File: src/rtl/risc_ctrl_pkg.sv
// Shared constants and types for the RISC control path: opcodes, sequencer
// states, PC increment and flag-register bit positions.
package risc_ctrl_pkg;

  localparam logic [5:0] OP_B    = 6'b101011;
  localparam logic [5:0] OP_CALL = 6'b101000;
  localparam logic [5:0] OP_BR   = 6'b100000;
  localparam logic [5:0] OP_BZ   = 6'b110001;
  localparam logic [5:0] OP_BNZ  = 6'b110010;
  localparam logic [5:0] OP_BLTZ = 6'b110000;
  localparam logic [5:0] OP_BCY  = 6'b101001;
  localparam logic [5:0] OP_BNCY = 6'b101010;
  localparam logic [5:0] OP_HALT = 6'b111111;

  localparam int PC_INC = 4;

  // Flag register layout is {zero, sign, carry}.
  localparam int FLAG_Z = 2;
  localparam int FLAG_S = 1;
  localparam int FLAG_C = 0;

  typedef enum logic [2:0] {
    ST_FETCH,
    ST_DECODE,
    ST_EXEC,
    ST_UPDATE,
    ST_HALT
  } state_t;

endpackage

File: src/rtl/pc_sequencer_if.sv
// Bundle of fetch, decode, execute and PC-update signals between the
// sequencer (master) and the surrounding memory/decoder/datapath (slave).
interface pc_sequencer_if #(
  parameter int ADDR_W = 32
);
  logic              imem_req;
  logic [ADDR_W-1:0] imem_addr;
  logic              imem_ack;
  logic              ir_load;
  logic [5:0]        opcode;
  logic              flag_we;
  logic              alu_zero;
  logic              alu_sign;
  logic              alu_carry;
  logic              exec_en;
  logic              ex_done;
  logic [ADDR_W-1:0] branch_imm;
  logic [ADDR_W-1:0] branch_reg;
  logic [ADDR_W-1:0] pc;
  logic [2:0]        flags;
  logic              link_we;
  logic [ADDR_W-1:0] link_addr;
  logic              halted;

  modport master (
    output imem_req, imem_addr, ir_load, exec_en, pc, flags, link_we, link_addr, halted,
    input  imem_ack, opcode, flag_we, alu_zero, alu_sign, alu_carry, ex_done,
           branch_imm, branch_reg
  );

  modport slave (
    input  imem_req, imem_addr, ir_load, exec_en, pc, flags, link_we, link_addr, halted,
    output imem_ack, opcode, flag_we, alu_zero, alu_sign, alu_carry, ex_done,
           branch_imm, branch_reg
  );
endinterface

File: src/rtl/branch_cond_eval.sv
// Combinational branch resolution from the opcode and the latched
// {zero, sign, carry} flags; also flags the register-target jump.
module branch_cond_eval
  import risc_ctrl_pkg::*;
(
  input  logic [5:0] opcode,
  input  logic [2:0] flags,
  output logic       taken,
  output logic       is_reg_target
);

  always_comb begin
    taken = 1'b0;
    case (opcode)
      OP_B, OP_CALL, OP_BR: taken = 1'b1;
      OP_BZ:                taken = flags[FLAG_Z];
      OP_BNZ:               taken = !flags[FLAG_Z];
      OP_BLTZ:              taken = flags[FLAG_S];
      OP_BCY:               taken = flags[FLAG_C];
      OP_BNCY:              taken = !flags[FLAG_C];
      default:              taken = 1'b0;
    endcase
  end

  assign is_reg_target = (opcode == OP_BR);

endmodule

File: src/rtl/pc_sequencer.sv
// Multi-cycle FETCH/DECODE/EXEC/UPDATE sequencer owning the PC and flag register.
// Optional HALT state enabled by defining PC_SEQ_HALT_EN.
module pc_sequencer
  import risc_ctrl_pkg::*;
#(
  parameter int                ADDR_W   = 32,
  parameter logic [ADDR_W-1:0] RESET_PC = '0
) (
  input  logic           clk,
  input  logic           rst,
  pc_sequencer_if.master bus
);

  localparam logic [ADDR_W-1:0] ALIGN_MASK = ~ADDR_W'(3);

  state_t                    state;
  state_t                    state_nxt;
  logic [ADDR_W-1:0]         pc_q;
  logic [ADDR_W-1:0]         pc_nxt;
  logic [2:0]                flags_q;
  logic [2:0]                flags_nxt;
  logic signed [ADDR_W-1:0]  branch_off;
  logic [ADDR_W-1:0]         seq_pc;
  logic [ADDR_W-1:0]         target;
  logic                      taken;
  logic                      is_reg_target;
  logic                      imem_req;
  logic                      ir_load;
  logic                      exec_en;
  logic                      link_we;
  logic                      halted;

  branch_cond_eval u_cond (
    .opcode        (bus.opcode),
    .flags         (flags_q),
    .taken         (taken),
    .is_reg_target (is_reg_target)
  );

  // Two's-complement add wraps modulo 2^ADDR_W, so negative offsets need no special case.
  assign branch_off = $signed(bus.branch_imm);
  assign seq_pc     = pc_q + ADDR_W'(PC_INC);
  assign target     = is_reg_target ? bus.branch_reg : (pc_q + $unsigned(branch_off));

  always_ff @(posedge clk) begin
    if (rst) begin
      state   <= ST_FETCH;
      pc_q    <= RESET_PC;
      flags_q <= '0;
    end else begin
      state   <= state_nxt;
      pc_q    <= pc_nxt;
      flags_q <= flags_nxt;
    end
  end

  always_comb begin
    state_nxt = state;
    pc_nxt    = pc_q;
    flags_nxt = flags_q;
    imem_req  = 1'b0;
    ir_load   = 1'b0;
    exec_en   = 1'b0;
    link_we   = 1'b0;
    halted    = 1'b0;
    case (state)
      ST_FETCH: begin
        imem_req = 1'b1;
        if (bus.imem_ack) begin
          ir_load   = 1'b1;
          state_nxt = ST_DECODE;
        end
      end
      ST_DECODE: state_nxt = ST_EXEC;
      ST_EXEC: begin
        exec_en = 1'b1;
        if (bus.ex_done) begin
          if (bus.flag_we) flags_nxt = {bus.alu_zero, bus.alu_sign, bus.alu_carry};
          state_nxt = ST_UPDATE;
        end
      end
      ST_UPDATE: begin
        // Branch condition reads flags_q, which already holds this instruction's flag write.
        state_nxt = ST_FETCH;
        link_we   = (bus.opcode == OP_CALL);
        pc_nxt    = taken ? (target & ALIGN_MASK) : seq_pc;
`ifdef PC_SEQ_HALT_EN
        if (bus.opcode == OP_HALT) begin
          state_nxt = ST_HALT;
          pc_nxt    = pc_q;
        end
`endif
      end
`ifdef PC_SEQ_HALT_EN
      ST_HALT: halted = 1'b1;
`endif
      default: state_nxt = ST_FETCH;
    endcase
    // Reset takes effect at the edge, so the strobes must be masked combinationally meanwhile.
    if (rst) begin
      imem_req = 1'b0;
      ir_load  = 1'b0;
      exec_en  = 1'b0;
      link_we  = 1'b0;
      halted   = 1'b0;
    end
  end

  assign bus.imem_req  = imem_req;
  assign bus.imem_addr = pc_q;
  assign bus.ir_load   = ir_load;
  assign bus.exec_en   = exec_en;
  assign bus.pc        = pc_q;
  assign bus.flags     = flags_q;
  assign bus.link_we   = link_we;
  assign bus.link_addr = seq_pc;
  assign bus.halted    = halted;

endmodule

File: src/flat_wrapper.sv
// flat-port wrapper written by rule: the top's interface ports become plain ports
module pc_sequencer_flat import risc_ctrl_pkg::*;
#(
  parameter int                ADDR_W   = 32,
  parameter logic [ADDR_W-1:0] RESET_PC = '0
)
  (clk, rst, bus_imem_req, bus_imem_addr, bus_ir_load, bus_exec_en, bus_pc, bus_flags, bus_link_we, bus_link_addr, bus_halted, bus_imem_ack, bus_opcode, bus_flag_we, bus_alu_zero, bus_alu_sign, bus_alu_carry, bus_ex_done, bus_branch_imm, bus_branch_reg);
  pc_sequencer_if #(.ADDR_W(ADDR_W)) bus_i ();
  input  logic clk;
  input  logic rst;
  output wire logic [$bits(bus_i.imem_req)-1:0] bus_imem_req;
  output wire logic [$bits(bus_i.imem_addr)-1:0] bus_imem_addr;
  output wire logic [$bits(bus_i.ir_load)-1:0] bus_ir_load;
  output wire logic [$bits(bus_i.exec_en)-1:0] bus_exec_en;
  output wire logic [$bits(bus_i.pc)-1:0] bus_pc;
  output wire logic [$bits(bus_i.flags)-1:0] bus_flags;
  output wire logic [$bits(bus_i.link_we)-1:0] bus_link_we;
  output wire logic [$bits(bus_i.link_addr)-1:0] bus_link_addr;
  output wire logic [$bits(bus_i.halted)-1:0] bus_halted;
  input wire logic [$bits(bus_i.imem_ack)-1:0] bus_imem_ack;
  input wire logic [$bits(bus_i.opcode)-1:0] bus_opcode;
  input wire logic [$bits(bus_i.flag_we)-1:0] bus_flag_we;
  input wire logic [$bits(bus_i.alu_zero)-1:0] bus_alu_zero;
  input wire logic [$bits(bus_i.alu_sign)-1:0] bus_alu_sign;
  input wire logic [$bits(bus_i.alu_carry)-1:0] bus_alu_carry;
  input wire logic [$bits(bus_i.ex_done)-1:0] bus_ex_done;
  input wire logic [$bits(bus_i.branch_imm)-1:0] bus_branch_imm;
  input wire logic [$bits(bus_i.branch_reg)-1:0] bus_branch_reg;
  assign bus_imem_req = bus_i.imem_req;
  assign bus_imem_addr = bus_i.imem_addr;
  assign bus_ir_load = bus_i.ir_load;
  assign bus_exec_en = bus_i.exec_en;
  assign bus_pc = bus_i.pc;
  assign bus_flags = bus_i.flags;
  assign bus_link_we = bus_i.link_we;
  assign bus_link_addr = bus_i.link_addr;
  assign bus_halted = bus_i.halted;
  assign bus_i.imem_ack = bus_imem_ack;
  assign bus_i.opcode = bus_opcode;
  assign bus_i.flag_we = bus_flag_we;
  assign bus_i.alu_zero = bus_alu_zero;
  assign bus_i.alu_sign = bus_alu_sign;
  assign bus_i.alu_carry = bus_alu_carry;
  assign bus_i.ex_done = bus_ex_done;
  assign bus_i.branch_imm = bus_branch_imm;
  assign bus_i.branch_reg = bus_branch_reg;
  pc_sequencer #(.ADDR_W(ADDR_W), .RESET_PC(RESET_PC)) u_core (.clk(clk), .rst(rst), .bus(bus_i));
endmodule
File: config.mk
export PLATFORM = sky130hd
export DESIGN_NAME = pc_sequencer_flat
export DESIGN_NICKNAME = d
export VERILOG_FILES = /design/src/rtl/risc_ctrl_pkg.sv /design/src/rtl/pc_sequencer_if.sv /design/src/rtl/branch_cond_eval.sv /design/src/rtl/pc_sequencer.sv /design/src/flat_wrapper.sv
export SDC_FILE = /design/constraint.sdc
export NUM_CORES = 1
export LEC_CHECK = 0
export ABC_AREA = 0
export BUFFER_PORTS_ARGS = -buffer_cell sky130_fd_sc_hd__buf_2
export CAP_MARGIN = 20
export CORE_ASPECT_RATIO = 0.75
export CORE_MARGIN = 3
export CORE_UTILIZATION = 53
export CTS_BUF_LIST = sky130_fd_sc_hd__clkbuf_16
export DETAILED_ROUTE_END_ITERATION = 10
export GPL_ROUTABILITY_DRIVEN = 0
export PLACE_DENSITY = 0.87
export SLEW_MARGIN = 20
export SYNTH_ARGS = -nofsm -noshare
export SYNTH_HDL_FRONTEND = slang
export SYNTH_SLANG_ARGS = --single-unit
File: constraint.sdc
create_clock -name clk -period 7.81 [get_ports clk]
set_clock_uncertainty 0.05 [all_clocks]
set_input_delay 0.781 -clock clk [delete_from_list [all_inputs] [get_ports clk]]
set_output_delay 0.781 -clock clk [all_outputs]
set_load 0.03 [all_outputs]
==> metrics.yaml <==
place:
  placed_area_mm2: 0.00496
  io_buffers: 170
  dpl.hpwl_um: 10600
sta:
  setup_violations: 0
  grt_setup_unrepaired: "no"
  finalSetupTns_ps: 0
  period_share_pct: 48.5
  drv_slew: 0
  hold_violations: 0
  max_freq_mhz: 264
  period_minus_slack_ps: 3790
  relSlewSlack_pct: 31.7
  worst_slew_pin_slew_ps: 1020
floorplan:
  start_util_pct: 56.7
  ioPinCount: 182
  rows: 27
  die_y_um: 84.1
  dieWidth_um: 110
  coreArea_mm2: 0.00760
  fp.dieArea_mm2: 0.00925
clock_network:
  cts.sinks: 35
  clockRootBuffer: "clkbuf_16"
  cts_tree: "yes"
  path_clk_slew_ps: 60
  insertion_delay_ps: 280
  cts_made_buffers: 5
  post_cts.repair.setup_buffers: 0
  cts_hold_buf: 0
  cts_resized: 0
  cts_max_level: 2
  clk_path_buf_depth: 2
power_and_ir_drop:
  power_density_mw_per_mm2: 128
  leakagePower_nw: 2.63
  ir_drop_uv: 174
critical_path:
  cp_cell_sequence: "ha_1, nand2_1, nor3_4, nand3_2, nor3_1, nand3_1, xnor2_1, buf_2"
  r2r_end: "u_core.bus.imem_addr[17]"
  endpoint: "bus_link_addr[28]"
  cp_data_arrival_time_ps: 2960
  end_kind: "output port"
  r2r_cells: 9
  cp-start-kind: "flip-flop"
  startpoint: "u_core.bus.imem_addr[2]"
  max_stage_delay_ps: 520
  cp.required_ps: 6980
  reg2reg_slack_ps: 4690
  crit_type: "reg2out"
  r2r-start: "u_core.bus.imem_addr[5]"
  cp_max_fo: 9
  cp_slowest_cell: "nor3_1"
logic_synthesis:
  ys.flop_type: "dfxtp_1"
  synth_compound_area_share_pct: 28.6
  synthAdderAreaFrac_pct: 9.59
  ys_seq_area_share_pct: 16.3
  synthMuxAreaShare_pct: 1.92
  synth-seq-cells: 35
  ys_types: 74
  synth_area_mm2: 0.00431
  synth_top_family_by_area: "compound AO/OA/AOI/OAI gates"
  avgSynthCellArea_um2: 7.34
  synth-simple-area-share_pct: 24.6
  synth_edf_count: 0
  ys_warn_count: 0
  synthCells: 587
  ys_async_sr_fraction_pct: 0
  synthXorXnorAreaFrac_pct: 8.34
cells_and_area:
  stdcell_area_mm2: 0.00509
  final_cell_mix: "170 x buf_2, 48 x nor2_1, 47 x nand2_1"
  area_growth_syn_to_layout_pct: 18.3
  nets: 825
  mostFrequentLayoutCell: "buf_2"
  drive_above_1_share_pct: 28.3
  n_antenna_cell: 0
run_status:
  outcome: "complete, no violations"
detailed_routing:
  via_per_inst: 6.05
  drt-total-wl_um: 14300
  ant_nets: 0
  drt_pass1_iterations: 5
  vias: 4928
  wire_per_inst_um: 17.6
  first_iter_violations: 499
  drc: 0
global_route:
  grt_max_degree: 51
  grt_pass1_wl_um: 22200
  grt_usage_pct: 29.7
  grt.overflow.total: 0
  grt_pass1_vias: 4547
  antenna_found_initial: 0
hold_path:
  hold_path.class: "reg2reg"
job:
  drv_cap: 0
-- critical path: cells and delay by family (launching register included) --
family	cells	cell delay, ps
and+or+nand+nor	5	1470
DFF	1	460
adders and majority gates	1	320
buffers and inverters	1	220
xor gates and xnor gates	1	190
-- worst min-delay path by stage --
stage	start	slack, ps	cells past startpoint	end
2_1_floorplan	u_core.state[0]	430	2	u_core.state[0]
3_3_place_gp	u_core.bus.imem_addr[21]	440	2	u_core.bus.imem_addr[21]
3_5_place_dp	u_core.state[0]	470	2	u_core.state[0]
4_1_cts	u_core.state[0]	470	2	u_core.state[0]
5_1_grt	u_core.bus.imem_addr[21]	530	2	u_core.bus.imem_addr[21]
6_report	u_core.state[0]	470	2	u_core.state[0]
-- power by group --
group | total, W | switching, W | internal, W
registers | 0.000206 | 0.0000162 | 0.000190
logic | 0.000252 | 0.000162 | 0.0000894
clock network | 0.000196 | 0.0000812 | 0.000115
total | 0.000654 | 0.000260 | 0.000394
-- per-stage QoR --
stage               total power (W)  hold WS [ps]  setup slack, ps  utilization, %  std cells
floorplan                  0.000393           431             4370               -        593
global placement           0.000448           444             4270            65.3        808
detailed placement         0.000458           466             4260            65.3        808
CTS                        0.000652           472             4050            67.0        815
global route               0.000688           530             3850            67.0        815
finish                     0.000654           471             4020            67.0        815
-- layout make-up --
class,count,area (um^2)
Sequential cell,35,701
Tap cell,101,126
Multi-Input combinational cell,478,3170
Inverter,19,71.3
Clock inverter,2,8.76
Clock buffer,5,125
Timing Repair Buffer,175,888
Fill cell,684,2510
-- Yosys cell counts (4+ instances only) --
master | number | share of area (%)
nand2b_1 | 13 | 1.9
o211ai_1 | 7 | 1.2
a211oi_1 | 9 | 1.6
xnor2_1 | 26 | 5.3
mux2i_1 | 6 | 1.4
a21o_1 | 17 | 3.0
o31ai_1 | 5 | 0.87
inv_1 | 19 | 1.7
clkbuf_1 | 18 | 1.6
nor2_1 | 48 | 4.2
nand4_1 | 5 | 0.73
a22oi_1 | 6 | 1.0
and3_1 | 8 | 1.2
a21oi_1 | 44 | 5.1
nand3_1 | 20 | 2.3
or3_1 | 4 | 0.58
nand2_1 | 47 | 4.1
a31oi_1 | 9 | 1.3
o22ai_1 | 9 | 1.3
buf_4 | 37 | 6.4
xor2_1 | 15 | 3.1
and2_1 | 4 | 0.58
ha_1 | 33 | 9.6
dfxtp_1 | 35 | 16
o21ai_0 | 34 | 4.0
o21bai_1 | 7 | 1.2
nor2b_1 | 5 | 0.73
nor3_1 | 19 | 2.2
a22o_1 | 4 | 0.81
o21a_1 | 8 | 1.4
-- cell families after synthesis --
family,Yosys count
compound gates,187
xor+xnor,41
fa+ha+maj,33
buf+inv,80
flops,35
mux,8
other cells,1
simple gates,202
-- flip-flops by register name, summed over array words and instances (netlist names) --
register,cells
u_core.bus.imem_addr,30
u_core.bus.flags,3
u_core.state,2
-- metal layers --
layer	wire (um)	up-vias	share of wire [%]	GRT usage (%)
met4	227	0	1.6	5.89
met1	5770	2235	40	38.5
met2	6570	310	46	49.5
met3	1740	29	12	7.35
met5	0	-	0	0
li1	-	2354	-	-
Power figures use the tool's default switching activity.
